--- src/rtl/dark_pkg.sv ---
// Shared definitions for the dark-frame inverting mixer.
//   - Luma weights and shift: luma = (2R + 5G + B) >> 3
//   - mode_i encodings (auto / force off / force on / auto)
//   - Frame-brightness state enum
//   - luma8(): 8-bit luma of a packed R[23:16] G[15:8] B[7:0] pixel
package dark_pkg;

    localparam int unsigned LUMA_WR    = 2;
    localparam int unsigned LUMA_WG    = 5;
    localparam int unsigned LUMA_WB    = 1;
    localparam int unsigned LUMA_SHIFT = 3;

    localparam logic [1:0] MODE_AUTO     = 2'b00;
    localparam logic [1:0] MODE_OFF      = 2'b01;
    localparam logic [1:0] MODE_ON       = 2'b10;
    localparam logic [1:0] MODE_AUTO_ALT = 2'b11;

    typedef enum logic {
        ST_NORMAL   = 1'b0,
        ST_INVERTED = 1'b1
    } state_e;

    // Weighted sum peaks at 8*255 = 2040, so 11 bits hold it exactly.
    function automatic logic [7:0] luma8(input logic [23:0] px);
        logic [10:0] acc;
        acc = 11'(LUMA_WR * 32'(px[23:16]) + LUMA_WG * 32'(px[15:8]) + LUMA_WB * 32'(px[7:0]));
        return 8'(acc >> LUMA_SHIFT);
    endfunction

endpackage

--- src/rtl/dark_stats.sv ---
// Per-frame luma statistics and the NORMAL/INVERTED hysteresis machine.
// Ports:
//   clk_i, rst_ni   clock, asynchronous active-low reset
//   vs_i, de_i      vertical sync and data enable of the live stream
//   live_i          current-frame pixel (R[23:16] G[15:8] B[7:0])
//   state_o         current brightness state
//   ferr_o          last completed frame had the wrong pixel count
module dark_stats
    import dark_pkg::*;
#(
    parameter int unsigned H_WIDTH  = 1920,
    parameter int unsigned V_HEIGHT = 1080,
    parameter int unsigned HI_MEAN  = 128,
    parameter int unsigned LO_MEAN  = 96
) (
    input  logic        clk_i,
    input  logic        rst_ni,
    input  logic        vs_i,
    input  logic        de_i,
    input  logic [23:0] live_i,
    output state_e      state_o,
    output logic        ferr_o
);

    // Thresholds are scaled to whole-frame sums so no divide or runtime multiply is needed.
    localparam logic [63:0] FRAME_PIX = 64'(H_WIDTH) * 64'(V_HEIGHT);
    localparam logic [63:0] HI_LIMIT  = 64'(HI_MEAN) * FRAME_PIX;
    localparam logic [63:0] LO_LIMIT  = 64'(LO_MEAN) * FRAME_PIX;

    logic [7:0]  luma;
    logic        vs_r_q;
    logic        vs_rise;
    logic [31:0] sum_q, sum_d;
    logic [32:0] sum_wide;
    logic [21:0] pcnt_q, pcnt_d;
    logic        frame_ok;
    logic        ferr_q;
    state_e      state_q, state_d;

    assign luma     = luma8(live_i);
    assign vs_rise  = vs_i & ~vs_r_q;
    assign frame_ok = (64'(pcnt_q) == FRAME_PIX);

    // Accumulator and pixel counter; a vs rise restarts both, counting a pixel
    // that happens to coincide with the rise as the first of the new frame.
    always_comb begin
        sum_wide = {1'b0, sum_q} + {25'd0, luma};
        sum_d    = sum_q;
        pcnt_d   = pcnt_q;
        if (vs_rise) begin
            sum_d  = de_i ? {24'd0, luma} : 32'd0;
            pcnt_d = de_i ? 22'd1 : 22'd0;
        end else if (de_i) begin
            sum_d  = sum_wide[32] ? '1 : sum_wide[31:0];
            pcnt_d = (&pcnt_q) ? pcnt_q : pcnt_q + 22'd1;
        end
    end

    always_ff @(posedge clk_i or negedge rst_ni) begin
        if (!rst_ni) begin
            vs_r_q <= 1'b0;
            sum_q  <= '0;
            pcnt_q <= '0;
            ferr_q <= 1'b0;
        end else begin
            vs_r_q <= vs_i;
            sum_q  <= sum_d;
            pcnt_q <= pcnt_d;
            if (vs_rise) begin
                ferr_q <= ~frame_ok;
            end
        end
    end

    // State register
    always_ff @(posedge clk_i or negedge rst_ni) begin
        if (!rst_ni) begin
            state_q <= ST_NORMAL;
        end else begin
            state_q <= state_d;
        end
    end

    // Next state: decided on the statistics of the frame just ended, and only
    // when that frame had exactly the expected number of pixels.
    always_comb begin
        state_d = state_q;
        if (vs_rise && frame_ok) begin
            case (state_q)
                ST_NORMAL:   if (64'(sum_q) > HI_LIMIT) state_d = ST_INVERTED;
                ST_INVERTED: if (64'(sum_q) < LO_LIMIT) state_d = ST_NORMAL;
                default:     state_d = ST_NORMAL;
            endcase
        end
    end

    // Outputs
    always_comb begin
        state_o = state_q;
        ferr_o  = ferr_q;
    end

endmodule

--- src/rtl/dark_mixer.sv ---
// Dark-frame mixer: passes the one-frame-delayed stream through a two-stage
// pipeline, colour-inverting it when the live stream's mean luma is bright
// (with hysteresis) or when forced by mode_i.
// Ports:
//   clk_i, rst_ni          clock, asynchronous active-low reset
//   mode_i                 00/11 auto, 01 force off, 10 force on
//   vs_i, hs_i, de_i       input sync / data enable
//   live_i                 current-frame pixel (statistics source)
//   dly_i                  delayed pixel (output source), aligned with de_i
//   vs_o, hs_o, de_o       sync / enable delayed by two cycles
//   data_o                 output pixel, zero outside active video
//   inv_o                  inversion active
//   ferr_o                 last frame malformed
module dark_mixer
    import dark_pkg::*;
#(
    parameter int unsigned H_WIDTH  = 1920,
    parameter int unsigned V_HEIGHT = 1080,
    parameter int unsigned HI_MEAN  = 128,
    parameter int unsigned LO_MEAN  = 96
) (
    input  logic        clk_i,
    input  logic        rst_ni,
    input  logic [1:0]  mode_i,
    input  logic        vs_i,
    input  logic        hs_i,
    input  logic        de_i,
    input  logic [23:0] live_i,
    input  logic [23:0] dly_i,
    output logic        vs_o,
    output logic        hs_o,
    output logic        de_o,
    output logic [23:0] data_o,
    output logic        inv_o,
    output logic        ferr_o
);

    state_e      stat_state;
    logic        stat_ferr;
    logic        inv_d, inv_q;
    logic [23:0] s1_data_q;
    logic        s1_vs_q, s1_hs_q, s1_de_q;
    logic [23:0] data_d, data_q;
    logic        vs_q, hs_q, de_q;

    dark_stats #(
        .H_WIDTH  (H_WIDTH),
        .V_HEIGHT (V_HEIGHT),
        .HI_MEAN  (HI_MEAN),
        .LO_MEAN  (LO_MEAN)
    ) u_stats (
        .clk_i   (clk_i),
        .rst_ni  (rst_ni),
        .vs_i    (vs_i),
        .de_i    (de_i),
        .live_i  (live_i),
        .state_o (stat_state),
        .ferr_o  (stat_ferr)
    );

    // The machine keeps running under forced modes, so returning to auto
    // picks up its current state on the next cycle.
    always_comb begin
        case (mode_i)
            MODE_OFF: inv_d = 1'b0;
            MODE_ON:  inv_d = 1'b1;
            default:  inv_d = (stat_state == ST_INVERTED);
        endcase
    end

    always_comb begin
        data_d = '0;
        if (s1_de_q) begin
            data_d = inv_q ? ~s1_data_q : s1_data_q;
        end
    end

    always_ff @(posedge clk_i or negedge rst_ni) begin
        if (!rst_ni) begin
            inv_q     <= 1'b0;
            s1_data_q <= '0;
            s1_vs_q   <= 1'b0;
            s1_hs_q   <= 1'b0;
            s1_de_q   <= 1'b0;
            data_q    <= '0;
            vs_q      <= 1'b0;
            hs_q      <= 1'b0;
            de_q      <= 1'b0;
        end else begin
            inv_q     <= inv_d;
            s1_data_q <= dly_i;
            s1_vs_q   <= vs_i;
            s1_hs_q   <= hs_i;
            s1_de_q   <= de_i;
            data_q    <= data_d;
            vs_q      <= s1_vs_q;
            hs_q      <= s1_hs_q;
            de_q      <= s1_de_q;
        end
    end

    assign vs_o   = vs_q;
    assign hs_o   = hs_q;
    assign de_o   = de_q;
    assign data_o = data_q;
    assign inv_o  = inv_q;
    assign ferr_o = stat_ferr;

endmodule

--- config.mk ---
export PLATFORM = sky130hd
export DESIGN_NAME = dark_mixer
export DESIGN_NICKNAME = d
export VERILOG_FILES = /design/src/rtl/dark_pkg.sv /design/src/rtl/dark_stats.sv /design/src/rtl/dark_mixer.sv
export SDC_FILE = /design/constraint.sdc
export NUM_CORES = 1
export LEC_CHECK = 0
export BUFFER_PORTS_ARGS = -buffer_cell sky130_fd_sc_hd__buf_2
export CORE_MARGIN = 10
export CORE_UTILIZATION = 43
export CTS_CLUSTER_DIAMETER = 40
export DETAILED_ROUTE_END_ITERATION = 7
export PLACE_DENSITY_LB_ADDON = 0.08
export SYNTH_ARGS = -nofsm -noshare
export SYNTH_HDL_FRONTEND = slang
export SYNTH_SLANG_ARGS = --single-unit
--- constraint.sdc ---
create_clock -name clk_i -period 2.6 [get_ports clk_i]
set_clock_uncertainty 0.05 [all_clocks]
set_input_delay 0.13 -clock clk_i [delete_from_list [all_inputs] [get_ports clk_i]]
set_output_delay 0.13 -clock clk_i [all_outputs]
set_load 0.02 [all_outputs]
* Yosys cells after proc, flatten, opt, wreduce, memory -nomap -nowiden
Index checks and enable logic that the tools add are counted.
** Word-level totals
- Register bits after elaboration :: 111
- Latch bits :: 0
- Bits in writable memories :: 0
- Bits in read-only memories :: 0
- Output and inout port bits :: 29
- Memories kept :: 0
** Cells by class
- Add/subtract/negate cells :: 4
- $mul :: 1
- Div/mod/pow operators :: 0
- Magnitude comparators :: 2
- Eq/ne operators :: 4
- Shift-type cells :: 0
- Multiplexer cells :: 14
- Bitwise operators :: 5
- Reduce and logical (&&, ||, !) cells :: 4
** Operator list (number)
- 32-bit 2-to-1 mux :: 3
- 22-bit 2-to-1 mux :: 3
- 24-bit 2-to-1 mux :: 2
- 32-bit by 8-bit adder with 33-bit output :: 1
- 32-bit by 28-bit greater-than comparator with 1-bit output, second input constant :: 1
- 32-bit by 28-bit < comparator with 1-bit output, second input constant :: 1
- 24-bit inverter :: 1
- 22-bit by 1-bit adder with 22-bit output, second input constant :: 1
- 22-bit by 21-bit == test with 1-bit output, second input constant :: 1
- 22-bit AND reduction :: 1
- 11-bit by 8-bit adder with 11-bit output :: 1
- 9-bit by 11-bit adder with 11-bit output :: 1
- 3-bit by 8-bit multiplier with 11-bit output, first input constant :: 1
- 8-bit 2-to-1 mux :: 1
- 1-bit case mux with 2 select lines :: 2
- 1-bit 2-to-1 mux :: 3
- 1-bit inverter :: 3
- 2-bit by 1-bit == test with 1-bit output, second input constant :: 1
- 2-bit == test, second input constant :: 1
- 2-bit by 1-bit != test with 1-bit output, second input constant :: 1
- 2-bit AND reduction :: 1
- 2-bit nonzero test :: 1
- 1-bit AND :: 1
- 1-bit logical AND :: 1

* Logic depth before layout (Yosys ltp)
- Depth after elaboration :: 7
- Gate-level depth with buffers :: 19
- Gate-level depth less buffers :: 18

* By module
Synthesis repeated with hierarchy kept, for this count alone.
** Unflattened totals
- Cell total of the unflattened synthesis :: 613
- Area, all modules :: 6291.0 sq um
** Modules (own cells, without submodules)
- dark_stats :: instances 1, cells an instance 502, area each 4468.0 sq um, seq. area each 1426.4 sq um
- dark_mixer :: instances 1, cells an instance 111, area each 1823.0 sq um, seq. area each 1376.3 sq um

* Worst setup path before layout
No wires, ideal clock.
- Kind :: input to register
- From :: in live_i[12]
- To :: reg u_stats.sum_q[15]
- Setup time :: 0.073 ns
- Arrival time :: 4.376 ns
- Slack :: -1.899 ns
- Stages on the path :: 19
- Path buffers :: 2
- Cells stage by stage :: ha_1 fa_1 inv_1 fa_1 inv_1 ha_1 a21o_1 a21o_1 a221oi_1 xnor2_1 ha_1 buf_2 o21ai_0 and2_0 a2111o_1 or2_4 buf_6 a41o_1 a21oi_2
** Between the ends
- Longest elaborated chain between the ends :: 7
** RTL lines
- start: declaration :: line dark_mixer.sv:28 : input logic [23:0] live_i,
- 3-bit by 8-bit multiplier with 11-bit output :: line dark_pkg.sv:26 : acc = 11'(LUMA_WR * 32'(px[23:16]) + LUMA_WG * 32'(px[15:8]) + LUMA_WB * 32'(px[7:0]));
- 9-bit by 11-bit adder with 11-bit output :: line dark_pkg.sv:26
- 11-bit by 8-bit adder with 11-bit output :: line dark_pkg.sv:26
- 32-bit by 8-bit adder with 33-bit output :: line dark_stats.sv:47 : sum_wide = {1'b0, sum_q} + {25'd0, luma};
- 32-bit 2-to-1 mux :: line dark_stats.sv:54 : sum_d = sum_wide[32] ? '1 : sum_wide[31:0];
- 32-bit 2-to-1 mux :: line dark_stats.sv:53 : end else if (de_i) begin
- 32-bit 2-to-1 mux :: line dark_stats.sv:50 : if (vs_rise) begin
- end signal: assignment :: line dark_stats.sv:67 : sum_q <= sum_d;
- end: declaration :: line dark_stats.sv:33 : logic [31:0] sum_q, sum_d;
No other way between the ends. The select of a mux whose other input is x is not followed.
A chain may end at the register's enable or synchronous reset.

* Final worst setup path
- From :: in live_i[12]
- To :: reg u_stats.sum_q[6]
** Between the ends
- Longest elaborated chain between the ends :: 7
- Elaborated cells between the ends (all ways) :: 8
** RTL lines (line)
- 3-bit by 8-bit multiplier with 11-bit output * :: dark_pkg.sv:26
- 9-bit by 11-bit adder with 11-bit output * :: dark_pkg.sv:26
- 11-bit by 8-bit adder with 11-bit output * :: dark_pkg.sv:26
- 32-bit by 8-bit adder with 33-bit output :: dark_stats.sv:47
- 32-bit 2-to-1 mux :: dark_stats.sv:54
- 32-bit 2-to-1 mux :: dark_stats.sv:53
- 32-bit 2-to-1 mux * :: dark_stats.sv:50
Every way passes the cells marked *; elsewhere a longest branch is shown, timed or not. The select of a mux whose other input is x is not followed.

==> results.cfg <==
[worst_setup_path]
crit_top_cell = ha_4
end_kind = register
cp_max_fo = 7
crit_chain = buf_8 > ha_4 > fa_1 > inv_1 > fa_1 > inv_2 > ha_4 > a21o_1 > a21o_1 > nand2b_4 > xor2_2 > ha_4 > o211ai_1 > o21a_2 > a2111o_1 > buf_6 > nor2_4 > buf_6 > nor2_1 > a211oi_2
cp_data_required_time_ns = 2.82
cpPeakStageDelay_ns = 0.52
critPathSlowestCell = fa_1
crit_type = in2reg
cp.arrival_ns = 4.28
crit_start = live_i[12]
crit_buf_inv = 5
startpoint_type = input pin
path_delay_family = adder cells
worst_r2r_startpoint = u_stats.sum_q[0]

[clock_network]
cts-root-buf = clkbuf_16
htree_num_levels = 3
tritoncts = built
cts_sinks = 111
clock_latency_ns = 0.36
cts_buffers = 9
clock_path_buffers = 2
cts.clk_slew.worst_paths_ns = 0.07

[timing]
relSlewSlack_pct = 56.5
slew_viol_final = 0
rsz0062_at_grt = yes
tightestPinTransition_ns = 0.652
setup_violations = 32
fin_ws_ns = -1.46
fin_crit_sh_pct = 156
fmax_ghz = 0.246
final.min_clock_period_ns = 4.06
hold_violations = 0

[synth]
yosysTopAreaCell = dfrtp_1
ys_types = 68
synthMuxAreaShare_pct = 0.516
ys.flop_type = dfrtp_1
synthAdderAreaFrac_pct = 10.6
yosysSeqAreaShare_pct = 45.8
avgSynthCellArea_um2 = 10.3
synth_compound_area_share_pct = 12.5
synth.area.top_cells = dfrtp_1 46%, xor2_1 6.2%, ha_1 6.0%
synth_top_area_share_pct = 45.8
synth_nets = 687
yosys.area_share.simple_pct = 18.3
ys_warn_count = 0
synth-xor-area-share_pct = 7.80
synth_top_family_by_area = simple AND/OR/NAND/NOR gates
ys_ff_latch = 111
synth_cells = 589
synthArstFlopShare_pct = 100
synth-edff-count = 0
syn_area_mm2 = 0.00607

[worst_hold_path]
min_from = mode_i[1]
hold_class = in2reg

[place]
dpl.hpwl_um = 10900
gp_congestion = 0.884
placed_area_mm2 = 0.00730
io_buffers = 83
placement.setup.worst_slack_ns = -1.90

[floorplan]
initial_utilization_pct = 43.9
fp.dieArea_mm2 = 0.0193
coreArea_mm2 = 0.0138
die_w_um = 139
fp.dieH_um = 139
pin_count = 84
row_count = 43

[status]
violations = negative setup slack
status = finished with violations

[drt]
finalWirelength_um = 15600
wl_per_cell_um = 16.4
dr.first_iter.drc_count = 278
vias = 5018
drcViolationCount = 0
viasPerCell = 5.27
dr.pass1.iters = 4
drtAntennaViolNets = 0

[final_layout]
nets = 866
layout_common_cells = 111 x dfrtp_1, 79 x buf_2, 70 x buf_4
area_growth_pct = 38.3
seqCellArea_mm2 = 0.00278
drive_gt1_share_pct = 34.5
layout_commonest_cell = dfrtp_1
multiInputGateArea_mm2 = 0.00357
finish.instance_area_mm2 = 0.00839
fillers = 1144
diodes = 0

[power]
peakVddDrop_mv = 1.26
p_leak_uw = 0.00394
pwr-share-seq_pct = 28.2
p_comb_share_pct = 53.3
power.density_mw_per_mm2 = 853
p_sw_uw = 2620
internal_power_uw = 4540
switching_share_pct = 36.6
clockPowerShare_pct = 18.6

[grt]
grt_pass1_wl_um = 26200
grt_max_degree = 63
grt_pass1_vias = 5299
grt-ovfl-total = 0
antenna_found_initial = 0
grt_usage_pct = 16.1

[job]
maxCapViolCount = 0
[area by class of cell]
class,count,share of cell area (%)
Sequential cell,111,33.1
Timing Repair Buffer,192,16.5
Tap cell,180,2.68
Clock inverter,6,0.686
Inverter,41,1.83
Clock buffer,9,2.68
Multi-Input combinational cell,413,42.5
[state kept, by name, indices dropped and copies added (netlist names)]
name	flops
hs_o	1
de_o	1
data_o	24
s1_hs_q	1
vs_o	1
u_stats.state_o	1
u_stats.sum_q	32
s1_de_q	1
u_stats.vs_r_q	1
inv_o	1
u_stats.pcnt_q	22
s1_data_q	24
u_stats.ferr_o	1
[synth_stat cells, types with 2 or more instances]
master,instances
clkbuf_1,14
buf_4,3
and2_1,27
o311ai_0,2
xnor2_1,11
nand3_1,21
nor3_1,20
a21o_1,7
o21ai_1,2
a31oi_1,10
fa_1,14
a21oi_1,24
o211a_1,3
a41oi_1,5
o211ai_1,3
and4_2,2
a211oi_1,4
buf_2,3
nor4b_1,6
a2111oi_0,2
nand2_1,32
dfrtp_1,111
nor2_1,37
a211o_1,2
and3_1,14
o21ai_0,16
o22ai_1,2
nor2b_1,2
inv_1,41
nand2b_1,5
xor2_1,43
a311oi_1,5
and4_1,4
nor4_1,8
a41o_1,3
a41oi_2,2
nand4_1,15
mux2i_1,2
or3_1,3
ha_1,29
buf_1,3
[power by group through the flow]
stage / sequential (uW) / clock, uW / combinational, uW
floorplan: 2040 / 0 / 1830
global placement: 2040 / 0 / 3050
detailed placement: 2040 / 0 / 3120
CTS: 2010 / 1360 / 3410
global route: 2040 / 1430 / 4190
finish: 2020 / 1330 / 3810
[cell families after synthesis]
kind of cell             Yosys count
AND/OR/NAND/NOR                  205
flip-flops                       111
AO/OA/AOI/OAI                    107
buffers and inverters             66
XOR/XNOR                          54
adder cells (fa/ha/maj)           43
multiplexers                       3
[final timing paths]
kind                                      to  slack, ns  depth (start not counted)
setup / recovery            u_stats.sum_q[6]      -1.46                         20
hold / removal                         inv_o       0.09                          3
setup reg to reg           u_stats.sum_q[23]       0.01                         10
hold reg to reg                         hs_o       0.31                          0
max in group asynchronous  u_stats.sum_q[30]       1.46                          3
min in group asynchronous          data_o[3]       0.29                          2
[repair_timing]
| item | in CTS | in global routing |
|---|---|---|
| pin swaps | 28 | 36 |
| gates cloned | 1 | 0 |
| hold buffers | 27 | 0 |
| gates resized for setup | 44 | 46 |
| endpoints found under the setup margin | 32 | 32 |
| hold endpoints to repair | 75 | 0 |
| buffers inserted | 11 | 4 |
[metrics by stage]
step / setup TNS (ns) / cells / total power (uW) / util [%] / hold slack (ns)
finish: -44.28 / 952 / 7160 / 60.7 / 0.0884
CTS: -45.28 / 950 / 6780 / 58.8 / 0.0801
detailed placement: -56.92 / 896 / 5150 / 52.8 / 0.151
global placement: -54.45 / 896 / 5080 / 52.8 / 0.148
floorplan: -45.63 / 589 / 3860 / - / -0.216
global route: -49.00 / 952 / 7660 / 60.7 / 0.0954
[per-layer routing]
| layer | up-vias | wire (um) | GRT usage, % |
|---|---|---|---|
| li1 | 2433 | - | - |
| met3 | 23 | 665 | 3.97 |
| met5 | - | 0 | 0 |
| met1 | 2461 | 7120 | 20.7 |
| met4 | 0 | 318 | 5.82 |
| met2 | 101 | 7480 | 25.7 |
[tightest hold or removal path, cell delays in order]
cell and delay [ns]:
buf_2 0.08, ha_1 0.11, mux2_2 0.14
Power figures use the tool's default switching activity.
